### src/rtl/alu_share_pkg.sv
// Shared definitions for the ALU sharing arbiter: ALU opcodes and FSM state encoding.
package alu_share_pkg;

  localparam logic [3:0] AluAnd   = 4'b0000;
  localparam logic [3:0] AluOr    = 4'b0001;
  localparam logic [3:0] AluAdd   = 4'b0010;
  localparam logic [3:0] AluXor   = 4'b0011;
  localparam logic [3:0] AluSrl   = 4'b0100;
  localparam logic [3:0] AluSra   = 4'b0101;
  localparam logic [3:0] AluSub   = 4'b0110;
  localparam logic [3:0] AluSll   = 4'b0111;
  localparam logic [3:0] AluSlt   = 4'b1000;
  localparam logic [3:0] AluSltu  = 4'b1001;
  localparam logic [3:0] AluPassb = 4'b1010;
  // Default code: the ALU returns 0 for it.
  localparam logic [3:0] AluNop   = 4'b1111;

  typedef enum logic [1:0] {
    StIdle = 2'd0,
    StExec = 2'd1,
    StResp = 2'd2
  } state_e;

endpackage

### src/rtl/rr_arbiter.sv
// Combinational round-robin arbiter: searches req upward from ptr+1, wrapping at N-1 to 0.
// The pointer register lives in the parent.
module rr_arbiter #(
  parameter int unsigned N    = 2,
  parameter int unsigned IdxW = 1
) (
  input  logic [N-1:0]    req,
  input  logic [IdxW-1:0] ptr,
  output logic [N-1:0]    gnt,
  output logic [IdxW-1:0] gnt_idx
);

  logic found;

  // Two ascending passes: indices above ptr first, then the wrapped part up to ptr.
  always_comb begin
    gnt     = '0;
    gnt_idx = '0;
    found   = 1'b0;
    for (int j = 0; j < int'(N); j++) begin
      if (!found && req[j] && (j > int'(ptr))) begin
        found   = 1'b1;
        gnt[j]  = 1'b1;
        gnt_idx = IdxW'(j);
      end
    end
    for (int j = 0; j < int'(N); j++) begin
      if (!found && req[j] && (j <= int'(ptr))) begin
        found   = 1'b1;
        gnt[j]  = 1'b1;
        gnt_idx = IdxW'(j);
      end
    end
  end

endmodule

### src/rtl/alu_share_arbiter.sv
// Shares one combinational ALU among NUM_REQ requesters: round-robin grant, registered
// operands, registered result returned with a valid/ready handshake tagged by requester id.
// Optional macro ALU_SHARE_ARB_B2B_EN: allow a new grant on the response handshake edge.
module alu_share_arbiter
  import alu_share_pkg::*;
#(
  parameter int unsigned NUM_REQ = 2,
  parameter int unsigned ID_W    = 1
) (
  input  logic                  clk,
  input  logic                  rst_n,
  input  logic [NUM_REQ-1:0]    req_valid,
  output logic [NUM_REQ-1:0]    req_ready,
  input  logic [32*NUM_REQ-1:0] req_a,
  input  logic [32*NUM_REQ-1:0] req_b,
  input  logic [4*NUM_REQ-1:0]  req_op,
  output logic [31:0]           alu_a,
  output logic [31:0]           alu_b,
  output logic [3:0]            alu_cntrl,
  input  logic [31:0]           alu_result,
  output logic                  resp_valid,
  input  logic                  resp_ready,
  output logic [31:0]           resp_result,
  output logic [ID_W-1:0]       resp_id
);

  state_e            state_q, state_d;
  logic [ID_W-1:0]   rr_ptr;
  logic [NUM_REQ-1:0] gnt;
  logic [ID_W-1:0]   gnt_idx;
  logic              grant_en;
  logic              accept;
  logic [31:0]       sel_a, sel_b;
  logic [3:0]        sel_op;

  rr_arbiter #(
    .N    (NUM_REQ),
    .IdxW (ID_W)
  ) u_rr (
    .req     (req_valid),
    .ptr     (rr_ptr),
    .gnt     (gnt),
    .gnt_idx (gnt_idx)
  );

  // Operand mux driven by the one-hot grant.
  always_comb begin
    sel_a  = '0;
    sel_b  = '0;
    sel_op = '0;
    for (int i = 0; i < int'(NUM_REQ); i++) begin
      if (gnt[i]) begin
        sel_a  = req_a[32*i +: 32];
        sel_b  = req_b[32*i +: 32];
        sel_op = req_op[4*i +: 4];
      end
    end
  end

  // Output decode: grants are only exposed while the arbiter can take a new operation.
  always_comb begin
`ifdef ALU_SHARE_ARB_B2B_EN
    grant_en = (state_q == StIdle) || ((state_q == StResp) && resp_ready);
`else
    grant_en = (state_q == StIdle);
`endif
    req_ready = grant_en ? gnt : '0;
    accept    = |req_ready;
  end

  // Next-state logic.
  always_comb begin
    state_d = state_q;
    unique case (state_q)
      StIdle:  if (accept) state_d = StExec;
      StExec:  state_d = StResp;
      StResp:  if (resp_ready) state_d = accept ? StExec : StIdle;
      default: state_d = StIdle;
    endcase
  end

  // State register.
  always_ff @(posedge clk or negedge rst_n) begin
    if (!rst_n) begin
      state_q <= StIdle;
    end else begin
      state_q <= state_d;
    end
  end

  // Datapath: operand latch on grant, result capture in EXEC, response retire on handshake.
  always_ff @(posedge clk or negedge rst_n) begin
    if (!rst_n) begin
      alu_a       <= '0;
      alu_b       <= '0;
      alu_cntrl   <= AluNop;
      resp_id     <= '0;
      rr_ptr      <= ID_W'(NUM_REQ - 1);
      resp_result <= '0;
      resp_valid  <= 1'b0;
    end else begin
      if (accept) begin
        alu_a     <= sel_a;
        alu_b     <= sel_b;
        alu_cntrl <= sel_op;
        resp_id   <= gnt_idx;
        rr_ptr    <= gnt_idx;
      end
      if (state_q == StExec) begin
        resp_result <= alu_result;
        resp_valid  <= 1'b1;
      end else if ((state_q == StResp) && resp_ready) begin
        resp_valid <= 1'b0;
      end
    end
  end

endmodule
### config.mk
export PLATFORM = sky130hd
export DESIGN_NAME = alu_share_arbiter
export DESIGN_NICKNAME = d
export VERILOG_FILES = /design/src/rtl/alu_share_pkg.sv /design/src/rtl/rr_arbiter.sv /design/src/rtl/alu_share_arbiter.sv
export SDC_FILE = /design/constraint.sdc
export NUM_CORES = 1
export LEC_CHECK = 0
export CAP_MARGIN = 20
export CORE_MARGIN = 5
export CORE_UTILIZATION = 31
export DETAILED_ROUTE_END_ITERATION = 10
export PLACE_DENSITY = 0.69
export SKIP_LAST_GASP = 1
export SLEW_MARGIN = 20
export SYNTH_ARGS = -nofsm -noshare
export SYNTH_HDL_FRONTEND = slang
export SYNTH_SLANG_ARGS = --single-unit
export TNS_END_PERCENT = 50
### constraint.sdc
create_clock -name clk -period 2.1 [get_ports clk]
set_clock_uncertainty 0.15 [all_clocks]
set_input_delay 0.42 -clock clk [delete_from_list [all_inputs] [get_ports clk]]
set_output_delay 0.42 -clock clk [all_outputs]
set_load 0.1 [all_outputs]
# --- Word level (Yosys, flattened, before mapping) ---
# Cells that the tools add are included.
op_classes:
  magnitude_cmp: 2
  n_eq_ne: 4
  muxes: 19
  n_reduce_logical: 11
op_table:
  columns: ["operator", "n"]
  rows:
  - ["32-bit two-way mux", 4]
  - ["1-bit two-way mux", 9]
  - ["4-bit two-way mux", 2]
  - ["2-bit two-way mux", 3]
  - ["2-bit case mux with 3 select lines", 1]
  - ["1-bit logical AND", 5]
  - ["2-bit by 1-bit == test with 1-bit output (second input constant)", 1]
  - ["2-bit == test (second input constant)", 1]
  - ["1-bit logical NOT", 2]
  - ["2-bit logical NOT", 1]
  - ["2-bit by 1-bit inequality test with 1-bit output (second input constant)", 1]
  - ["2-bit inequality test (second input constant)", 1]
  - ["2-bit AND reduction", 1]
  - ["2-bit nonzero test", 1]
  - ["2-bit OR reduction", 1]
  - ["1-bit > comparator (first input constant)", 1]
  - ["1-bit less-or-equal comparator (first input constant)", 1]
word_totals:
  regBits: 105
  input_bits: 173
  out_inout_bits: 104
  word_cells: 44

# --- Longest topological paths before layout ---
# Gate-level depths: netlist of run 1.
depth:
  word_depth: 15
  mapped_depth: 8
  mapped_depth_nobuf: 3

# --- By module ---
# Synthesis of run 1 repeated with hierarchy kept, for this count alone.
unflattened:
  hier_cells: 477
  hier_area_um2: 5069.9
by_module_without_submodules:
  columns: ["module", "instances", "cells_per_inst", "area_each_um2", "seq_area_each_um2"]
  rows:
  - ["alu_share_arbiter", 1, 473, 5043.6, 2633.8]
  - ["rr_arbiter", 1, 4, 26.3, 0.0]

# --- Worst setup path after synthesis of run 1 ---
# Ideal clock, no wire load.
synth_timing:
  kind: "reg-to-output"
  start: "reg rr_ptr"
  end: "out req_ready[0]"
  arrival_ns: 1.801
  t_required_ns: 1.530
  setup_slack_ns: -0.271
  path_stages_with_launch: 5
  path_cell_list: "dfstp_2 nand2b_1 clkbuf_1 buf_2 and3_1"
synth_via:
  elab_chain_len: 7
synth_rtl:
  columns: ["item", "line", "text"]
  rows:
  - ["start, declared", "alu_share_arbiter.sv:28", "logic [ID_W-1:0] rr_ptr;"]
  - ["start signal, assigned", "alu_share_arbiter.sv:98", "rr_ptr <= ID_W'(NUM_REQ - 1);"]
  - ["start signal, assigned", "alu_share_arbiter.sv:107", "rr_ptr <= gnt_idx;"]
  - ["1-bit > comparator", "rr_arbiter.sv:21", "if (!found && req[j] && (j > int'(ptr))) begin"]
  - ["1-bit logical AND", "rr_arbiter.sv:21", null]
  - ["1-bit two-way mux", "rr_arbiter.sv:21", null]
  - ["1-bit logical NOT", "rr_arbiter.sv:28", "if (!found && req[j] && (j <= int'(ptr))) begin"]
  - ["1-bit logical AND", "rr_arbiter.sv:28", null]
  - ["1-bit two-way mux", "rr_arbiter.sv:28", null]
  - ["2-bit two-way mux", "alu_share_arbiter.sv:67", "req_ready = grant_en ? gnt : '0;"]
  - ["end, declared", "alu_share_arbiter.sv:13", "output logic [NUM_REQ-1:0] req_ready,"]
# No other way between the ends.

# --- Worst setup path in the final report of run 1 ---
# Ends and elaborated chain as after synthesis.

==> metrics.yaml, run 1 <==
status: "complete, but fails checks"
violations: "negative hold slack"
grt_pass1_wl_mm: 25.5
final-instance-count-excl-fill: 851
dp_hpwl_mm: 11.8
die_x_um: 132
worst_pin_slew_ns: 0.588
min_path_type: "input port to asynchronous set/reset pin"
numClockSinks: 105
post_drt_wl_per_cell_um: 18.7
slew_headroom: 0.608
yosys_warnings: 0
root_buffer: "clkbuf_16"
finalNetCount: 835
hold_viol: 11
drt-pass1-iter-count: 4
yosys_most_used_dff: "dfrtp_1"
antenna_found_initial: 2
yosysMostFrequentCell: "a21oi_1"
clk_pin_slew_ns: 0.07
grt_usage: 0.179
io_buffers: 276
drt_iter0_drc: 236
grt_util_met2: 0.299
gp_congestion: 0.797
wl_mm: 16.0
worstSkewPairLatency_ns: 0.34
end_kind: "primary output"
synth.largest_area_cell: "dfrtp_1"
start_util: 0.318
first_global_vias: 4745
ys_top_cells_by_count: "a21oi_1, dfrtp_1, a32oi_1, clkbuf_1, mux2_2"
cp.arrival_ns: 1.50
synth_cell_types: 22
synth.avg_cell_area_um2: 11.3
synth_top_cell_area_share: 0.539
core_area_um2: 14600
grt.busiest_layer: "met2"
startpoint_type: "flip-flop"
syn_nets: 582
fin_crit_ns: 2.07
rsz0062_at_grt: "yes"
vias: 4538
diodes: 0
finalSetupViolCount: 0
critPathRequiredTime_ns: 1.53
viasPerCell: 5.33
clockBufferDepth: 2
cts_made_buffers: 9
ioPinCount: 277
h-tree-depth: 3
final_max_slew_viol_count: 0
syn_inst: 409
holdWs_ns: -0.0269
fin_tns_setup_ns: 0
postSynth.asyncResetShare: 1.00
synth.area.top_cells: "dfrtp_1, a21oi_1, a32oi_1"
met3_usage: 0.0592
drive_gt1_frac: 0.291
use_met1: 0.207
num_rows: 44
drc_errors: 0
cts_tree: "yes"
grt_max_degree: 106
placed_cells: 835
synth_area_um2: 4640
critPathMaxFanout: 4
finalCritPeriodShare: 0.987
die_area_um2: 17500
overflow: 0
postRouteAntennaNets: 0
cp-startpoint: "rr_ptr"
rr_startpoint: "state_q[0]"
ys_ff_latch: 105
synth_edf_count: 0
die_height_um: 132
syn2layout_area_growth_pct: 70.3
timing.fmax_mhz: 482
drv_cap: 0
critPathKind: "flip-flop to primary output"
synth.yosys.seq_area_share: 0.567
[cell usage in the layout (no fill, tap or decap)]
cell type,netlist,layout
o21bai_1,1,1
clkinv_4,0,1
dfrtp_1,100,100
clkinvlp_4,0,1
nor2_4,0,1
clkdlybuf4s50_1,0,169
and2_2,0,1
clkbuf_16,0,9
a21oi_2,10,10
inv_1,2,2
a21oi_1,129,129
inv_6,0,1
a31oi_1,1,1
nand2_1,1,1
clkbuf_8,0,1
a21boi_4,0,1
buf_4,0,98
clkinv_2,0,1
a32oi_1,68,68
nand2b_2,0,1
buf_2,14,1
mux2_2,32,32
dfstp_2,5,5
and2_4,0,1
nor2b_2,0,1
buf_12,0,23
or2_2,1,2
nor3b_1,1,1
bufinv_16,0,2
and3_2,0,1
dlymetal6s2s_1,0,1
[worst paths after layout]
| kind | end | slack [ns] | cells after the start |
|---|---|---|---|
| setup / recovery | req_ready[0] | 0.03 | 3 |
| hold / removal | resp_result[17] | -0.03 | 2 |
| setup reg to reg | resp_result[28] | 0.48 | 3 |
| hold reg to reg | resp_result[20] | 0.36 | 1 |
| max in group asynchronous | alu_cntrl[0] | 1.38 | 2 |
| min in group clk | rr_ptr | 0.28 | 3 |
[logic make-up after synthesis]
group,count (synthesis),synth area share
DFF,105,0.567
and+or+nand+nor,10,0.0127
AOI/OAI and AO/OA,210,0.292
muxes,32,0.0776
buffers and inverters,52,0.0507
[layer usage]
| layer | vias up | wire length (µm) |
|---|---|---|
| met1 | 2217 | 6140 |
| met4 | 4 | 482 |
| li1 | 2084 | - |
| met2 | 194 | 8070 |
| met3 | 39 | 1240 |
| met5 | - | 25 |
[critical path, cell delays in order, from the launching register on]
cell and delay (ns):
dfstp_2 0.57, nand2b_2 0.17, and3_2 0.24, buf_12 0.18
[registers in the layout (all words and copies together) (netlist names)]
name / flops
alu_cntrl: 4
alu_b: 32
alu_a: 32
resp_result: 32
rr_ptr: 1
state_q: 2
resp_id: 1
resp_valid: 1
[metrics by stage]
step	area (µm²)	worst slack, ns	utilization
global placement	7570	-0.0235	0.519
global route	7900	-0.0383	0.542
CTS	7900	0.00546	0.542
finish	7900	0.0266	0.542
floorplan	4640	-0.190	-
detailed placement	7570	-0.0491	0.519
[area by class of cell]
| type | count | area (µm²) |
|---|---|---|
| timing repair buffer | 292 | 2910 |
| inverter | 2 | 7.51 |
| clock buffer | 10 | 239 |
| multi-input combinational | 252 | 1800 |
| clock inverter | 6 | 90.1 |
| tap | 184 | 230 |
| fill | 1282 | 6690 |
| sequential | 105 | 2630 |
[timing repair]
item                       4_1_cts  5_1_grt
resized for setup                1        1
hold buffers                     0        0
setup endpoints to repair        1        2
setup buffers                    0        0
Power of run 1 is not shown: default switching activity piles up to over one toggle a cycle in this logic, so the estimate is an artifact.
==> run 2, diff against run 1 <==
--- a/config.mk
+++ b/config.mk
@@ -7,9 +7,9 @@
 export LEC_CHECK = 0
 export CAP_MARGIN = 20
 export CORE_MARGIN = 5
-export CORE_UTILIZATION = 31
+export CORE_UTILIZATION = 38
 export DETAILED_ROUTE_END_ITERATION = 10
-export PLACE_DENSITY = 0.69
+export PLACE_DENSITY = 0.82
 export SKIP_LAST_GASP = 1
 export SLEW_MARGIN = 20
 export SYNTH_ARGS = -nofsm -noshare
==> run 2 against run 1 <==
  * The run now ends clean
  * Sequential share of layout area grew 0.62 points
  * Via count rose by 1.9%
  * Core utilization rose by 10 points
  * Clock-buffer cell count is 2 higher
  * First-iteration DRC count grew 11%
  * Flip-flop and latch count did not move
  * Cell area down 1.8%
  * Final cell count fell by 3.6%
  * Non-clock buffer count is 6 higher
  * Worst setup slack improved by 0.074 ns
  * Die area fell by 17%
  * Global-route usage rose by 4.7 points
  * Largest cell class unchanged
==> metrics.yaml, run 2 (synthesized netlist as in run 1, its figures left out) <==
final_max_slew_viol_count: 0  # unchanged
drv_cap: 0  # unchanged
die_x_um: 121  # -8.9%
rr_startpoint: "rr_ptr"
finalCritPeriodShare: 0.952  # -0.0352
post_drt_wl_per_cell_um: 20.2  # +8.0%
ioPinCount: 277  # unchanged
path_buf_inv: 1  # unchanged
cp.arrival_ns: 1.43  # -0.07 ns
cts_setup_buffers: 0  # unchanged
startpoint_type: "flip-flop"
crit_family: "flip-flops"
hold_viol: 0  # -11
postRouteAntennaNets: 0  # unchanged
root_buffer: "clkbuf_16"
drive_gt1_frac: 0.293  # +0.00186
critPathMaxFanout: 4  # unchanged
finalNetCount: 841  # +0.72%
grt_max_degree: 62  # -42%
clockBufferDepth: 2  # unchanged
overflow: 0  # unchanged
dp_hpwl_mm: 12.4  # +5.2%
rsz0062_at_grt: "no"
drt-pass1-iter-count: 5  # +1
rr_endpoint: "alu_b[6]"
slowest_stage: "dfstp_2"
h-tree-depth: 3  # unchanged
timing.fmax_mhz: 500  # +3.7%
dpl_worst_slack_ns: -0.179  # -0.130 ns
diodes: 0  # unchanged
grt_usage: 0.226  # +0.0471
gp_congestion: 0.798  # about the same
worstSkewPairLatency_ns: 0.33  # about the same
slew_headroom: 0.614  # +0.00591
critPathKind: "flip-flop to primary output"
first_global_vias: 4854  # +2.3%
cts_tree: "yes"
vias: 4624  # +1.9%
worst_pin_slew_ns: 0.579  # -0.00886 ns
grt_pass1_wl_mm: 26.0  # +1.9%
rr_worst_depth: 4  # +1
clk_pin_slew_ns: 0.07  # about the same
fin_tns_setup_ns: 0  # unchanged
drc_errors: 0  # unchanged
num_rows: 40  # -9.1%
start_util: 0.386  # +0.0683
min_path_type: "input port to asynchronous set/reset pin"
worst_slack_ns: 0.100  # +0.0739 ns
cts_made_buffers: 9  # unchanged
die_area_um2: 14500  # -17%
syn2layout_area_growth_pct: 67.1
final_common_cell: "clkdlybuf4s50_1"
antenna_found_initial: 1  # -1
viasPerCell: 5.64  # +5.7%
holdWs_ns: 0.359  # +0.386 ns
die_height_um: 121  # -8.9%
wl_mm: 16.6  # +4.1%
path_cells: "nand2b_2 > and3_2 > buf_12"
drt_iter0_drc: 261  # +11%
placed_area_um2: 7470  # -1.3%
cpPeakStageDelay_ns: 0.57  # about the same
top_regs: "alu_a (32), alu_b (32), resp_result (32)"
final_area_um2: 7760  # -1.8%
mostFrequentLayoutCells: "clkdlybuf4s50_1, a21oi_1, buf_4, dfrtp_1, a32oi_1"
fin_crit_ns: 2.00  # -0.0739 ns
numClockSinks: 105  # unchanged
finalSetupViolCount: 0  # unchanged
ff2ff_setup_slack_ns: 0.25  # -0.23 ns
io_buffers: 276  # unchanged
critPathRequiredTime_ns: 1.53  # about the same
core_area_um2: 12000  # -18%
end_kind: "primary output"
status: "completed"
run 2: worst max-delay path by stage:
stage / from / end / slack [ns] / depth (start not counted)
after CTS: rr_ptr / req_ready[0] / 0.08 / 3
final: rr_ptr / req_ready[0] / 0.10 / 3
after global routing: rr_ptr / req_ready[0] / 0.04 / 3
after global placement: req_valid[1] / alu_a[1] / -0.07 / 6
after floorplan: req_valid[0] / req_ready[1] / -0.19 / 4
after detailed placement: req_valid[1] / alu_b[6] / -0.18 / 6
run 2: metal layers:
layer	up-vias	GRT usage	wire length [µm]
met3	26	0.0585	1250
li1	2104	-	-
met2	218	0.402	8630
met5	-	0	13
met4	2	0.0673	363
met1	2274	0.267	6350
run 2: area by class of cell:
type / count / area, µm²
timing repair buffer: 298 / 2860
multi-input combinational: 252 / 1800
clock buffer: 12 / 246
inverter: 2 / 7.51
clock inverter: 4 / 27.5
sequential: 105 / 2630
fill: 930 / 4250
tap: 147 / 184
run 2: repair_timing:
| action | in CTS | in global routing |
|---|---|---|
| hold endpoints to repair | 18 | 0 |
| resized for setup | 2 | 0 |
| setup endpoints to repair | 2 | 0 |
| hold buffers | 1 | 0 |
run 2: per-stage QoR:
stage / utilization / instances
final: 0.646 / 820
after detailed placement: 0.622 / 803
after global routing: 0.646 / 820
after CTS: 0.646 / 820
after global placement: 0.622 / 803
after floorplan: - / 409
Power of run 2 is left out for the same reason.
==> run 3, diff against run 2 <==
--- a/config.mk
+++ b/config.mk
@@ -15,4 +15,4 @@
 export SYNTH_ARGS = -nofsm -noshare
 export SYNTH_HDL_FRONTEND = slang
 export SYNTH_SLANG_ARGS = --single-unit
-export TNS_END_PERCENT = 50
+export TNS_END_PERCENT = 30
==> constraint.sdc (replaced) <==
create_clock -name clk -period 1.9 [get_ports clk]
set_clock_uncertainty 0.15 [all_clocks]
set_input_delay 0.38 -clock clk [delete_from_list [all_inputs] [get_ports clk]]
set_output_delay 0.38 -clock clk [all_outputs]
set_load 0.1 [all_outputs]
==> run 3 against run 2 <==
  * Sequential share of layout area is 4.7 points lower
  * Register-to-register slack worse by 0.12 ns
  * Wire length is 5.4% higher
  * Cell area is 16% higher
  * Non-clock buffer count is 3 higher
  * Flip-flop and latch count stayed put
  * First-iteration DRC count is 22% higher
  * Critical path depth stayed put
  * Via count is 0.35% higher
  * Largest cell class unchanged
==> metrics.yaml, run 3 (synthesized netlist as in run 1, its figures left out) <==
status: "completed"
core_area_um2: 12000  # unchanged
drt-pass1-iter-count: 4  # -1
drc_errors: 0  # unchanged
fillers: 752  # -19%
finalNetCount: 844  # +0.36%
drv_cap: 0  # unchanged
grt_max_degree: 106  # +71%
grt_pass1_wl_mm: 26.8  # +3.2%
h-tree-depth: 3  # unchanged
diodes: 0  # unchanged
timing.fmax_mhz: 527
grt_usage: 0.235  # +0.00918
worstSkewPairLatency_ns: 0.35  # +0.02 ns
clockBufferDepth: 2  # unchanged
first_global_vias: 4978  # +2.6%
end_kind: "primary output"
path_buf_inv: 1  # unchanged
critPathMaxFanout: 2  # -2
die_x_um: 121  # unchanged
drt_iter0_drc: 318  # +22%
critPathKind: "flip-flop to primary output"
dp_hpwl_mm: 13.1  # +5.7%
fin_crit_ns: 1.90
crit_family: "flip-flops"
top_regs: "alu_a (32), alu_b (32), resp_result (32)"
drive_gt1_frac: 0.300  # +0.00758
viasPerCell: 5.64  # about the same
numClockSinks: 105  # unchanged
io_buffers: 276  # unchanged
slowest_stage: "dfstp_2"
wl_mm: 17.5  # +5.4%
die_area_um2: 14500  # unchanged
cts_tree: "yes"
num_rows: 40  # unchanged
final_common_cell: "clkdlybuf4s50_1"
die_height_um: 121  # unchanged
rsz0062_at_grt: "yes"
final_max_slew_viol_count: 0  # unchanged
hold_viol: 0  # unchanged
overflow: 0  # unchanged
finalCritPeriodShare: 0.998
clk_pin_slew_ns: 0.07  # about the same
fin_tns_setup_ns: 0  # unchanged
slew_headroom: 0.617  # +0.00304
min_path_type: "input port to flip-flop"
root_buffer: "clkbuf_16"
cpPeakStageDelay_ns: 0.53  # -0.04 ns
postRouteAntennaNets: 0  # unchanged
finalSetupViolCount: 0  # unchanged
critPathRequiredTime_ns: 1.37  # -0.16 ns
cts_made_buffers: 9  # unchanged
vias: 4640  # +0.35%
ioPinCount: 277  # unchanged
post_drt_wl_per_cell_um: 21.3  # +5.1%
antenna_found_initial: 0  # -1
path_cells: "nand2b_4 > and3_4 > buf_12"
start_util: 0.386  # unchanged
worst_pin_slew_ns: 0.574  # -0.00456 ns
startpoint_type: "flip-flop"
gp_congestion: 0.809  # +1.4%
mostFrequentLayoutCells: "clkdlybuf4s50_1, a21oi_1, buf_12, dfrtp_1, a32oi_1"
cp.arrival_ns: 1.37  # -0.06 ns
syn2layout_area_growth_pct: 94.4
run 3: cell type report:
type,instances,area (µm²),share of cell area
clock buffers,10,239,0.0265
well taps,147,184,0.0204
multi-input cells,252,1810,0.200
flip-flops and latches,105,2640,0.292
inverters,2,7.51,0.000832
clock inverters,6,66.3,0.00735
repair buffers,301,4090,0.453
run 3: worst paths after layout:
check                                     to  slack, ns         start  depth (start not counted)
max in group asynchronous       alu_cntrl[2]       0.64         rst_n                          3
worst max register to register     alu_b[18]       0.13        rr_ptr                          7
worst min-delay path                  rr_ptr       0.20  req_valid[0]                          2
worst max-delay path            req_ready[0]      0.003        rr_ptr                          3
worst min register to register  alu_cntrl[1]       0.41  alu_cntrl[1]                          2
min in group asynchronous          alu_b[15]       0.51         rst_n                          3
run 3: layer usage:
metal	vias up	GRT usage	part of all wire
met2	228	0.416	0.52
li1	2118	-	-
met5	-	0	0
met1	2249	0.256	0.36
met4	0	0.111	0.038
met3	45	0.0711	0.083
run 3: timing repair:
item                       CTS  global route
buffers inserted             6             0
hold buffers                 1             0
setup endpoints to repair    2             2
hold endpoints to repair   100             0
pin swaps                    3             0
gates resized for setup      3             0
run 3: stage by stage:
stage	worst slack, ns	util	cells	area, µm²	hold WS, ns
final	0.00335	0.751	823	9020	0.195
after global routing	-0.0357	0.751	823	9020	0.213
after CTS	-0.0140	0.751	823	9020	0.189
after detailed placement	-0.158	0.721	800	8660	0.347
after global placement	-0.0885	0.721	800	8660	0.336
after floorplan	-0.0119	-	409	4650	-0.0656
run 3: worst register-to-register path: stages (launching register included):
cell	delay, ns
dfstp_2	0.53
buf_4	0.12
a21boi_4	0.05
buf_4	0.14
buf_4	0.15
buf_12	0.15
a32oi_1	0.28
a21oi_2	0.09
Power of run 3 is left out for the same reason.
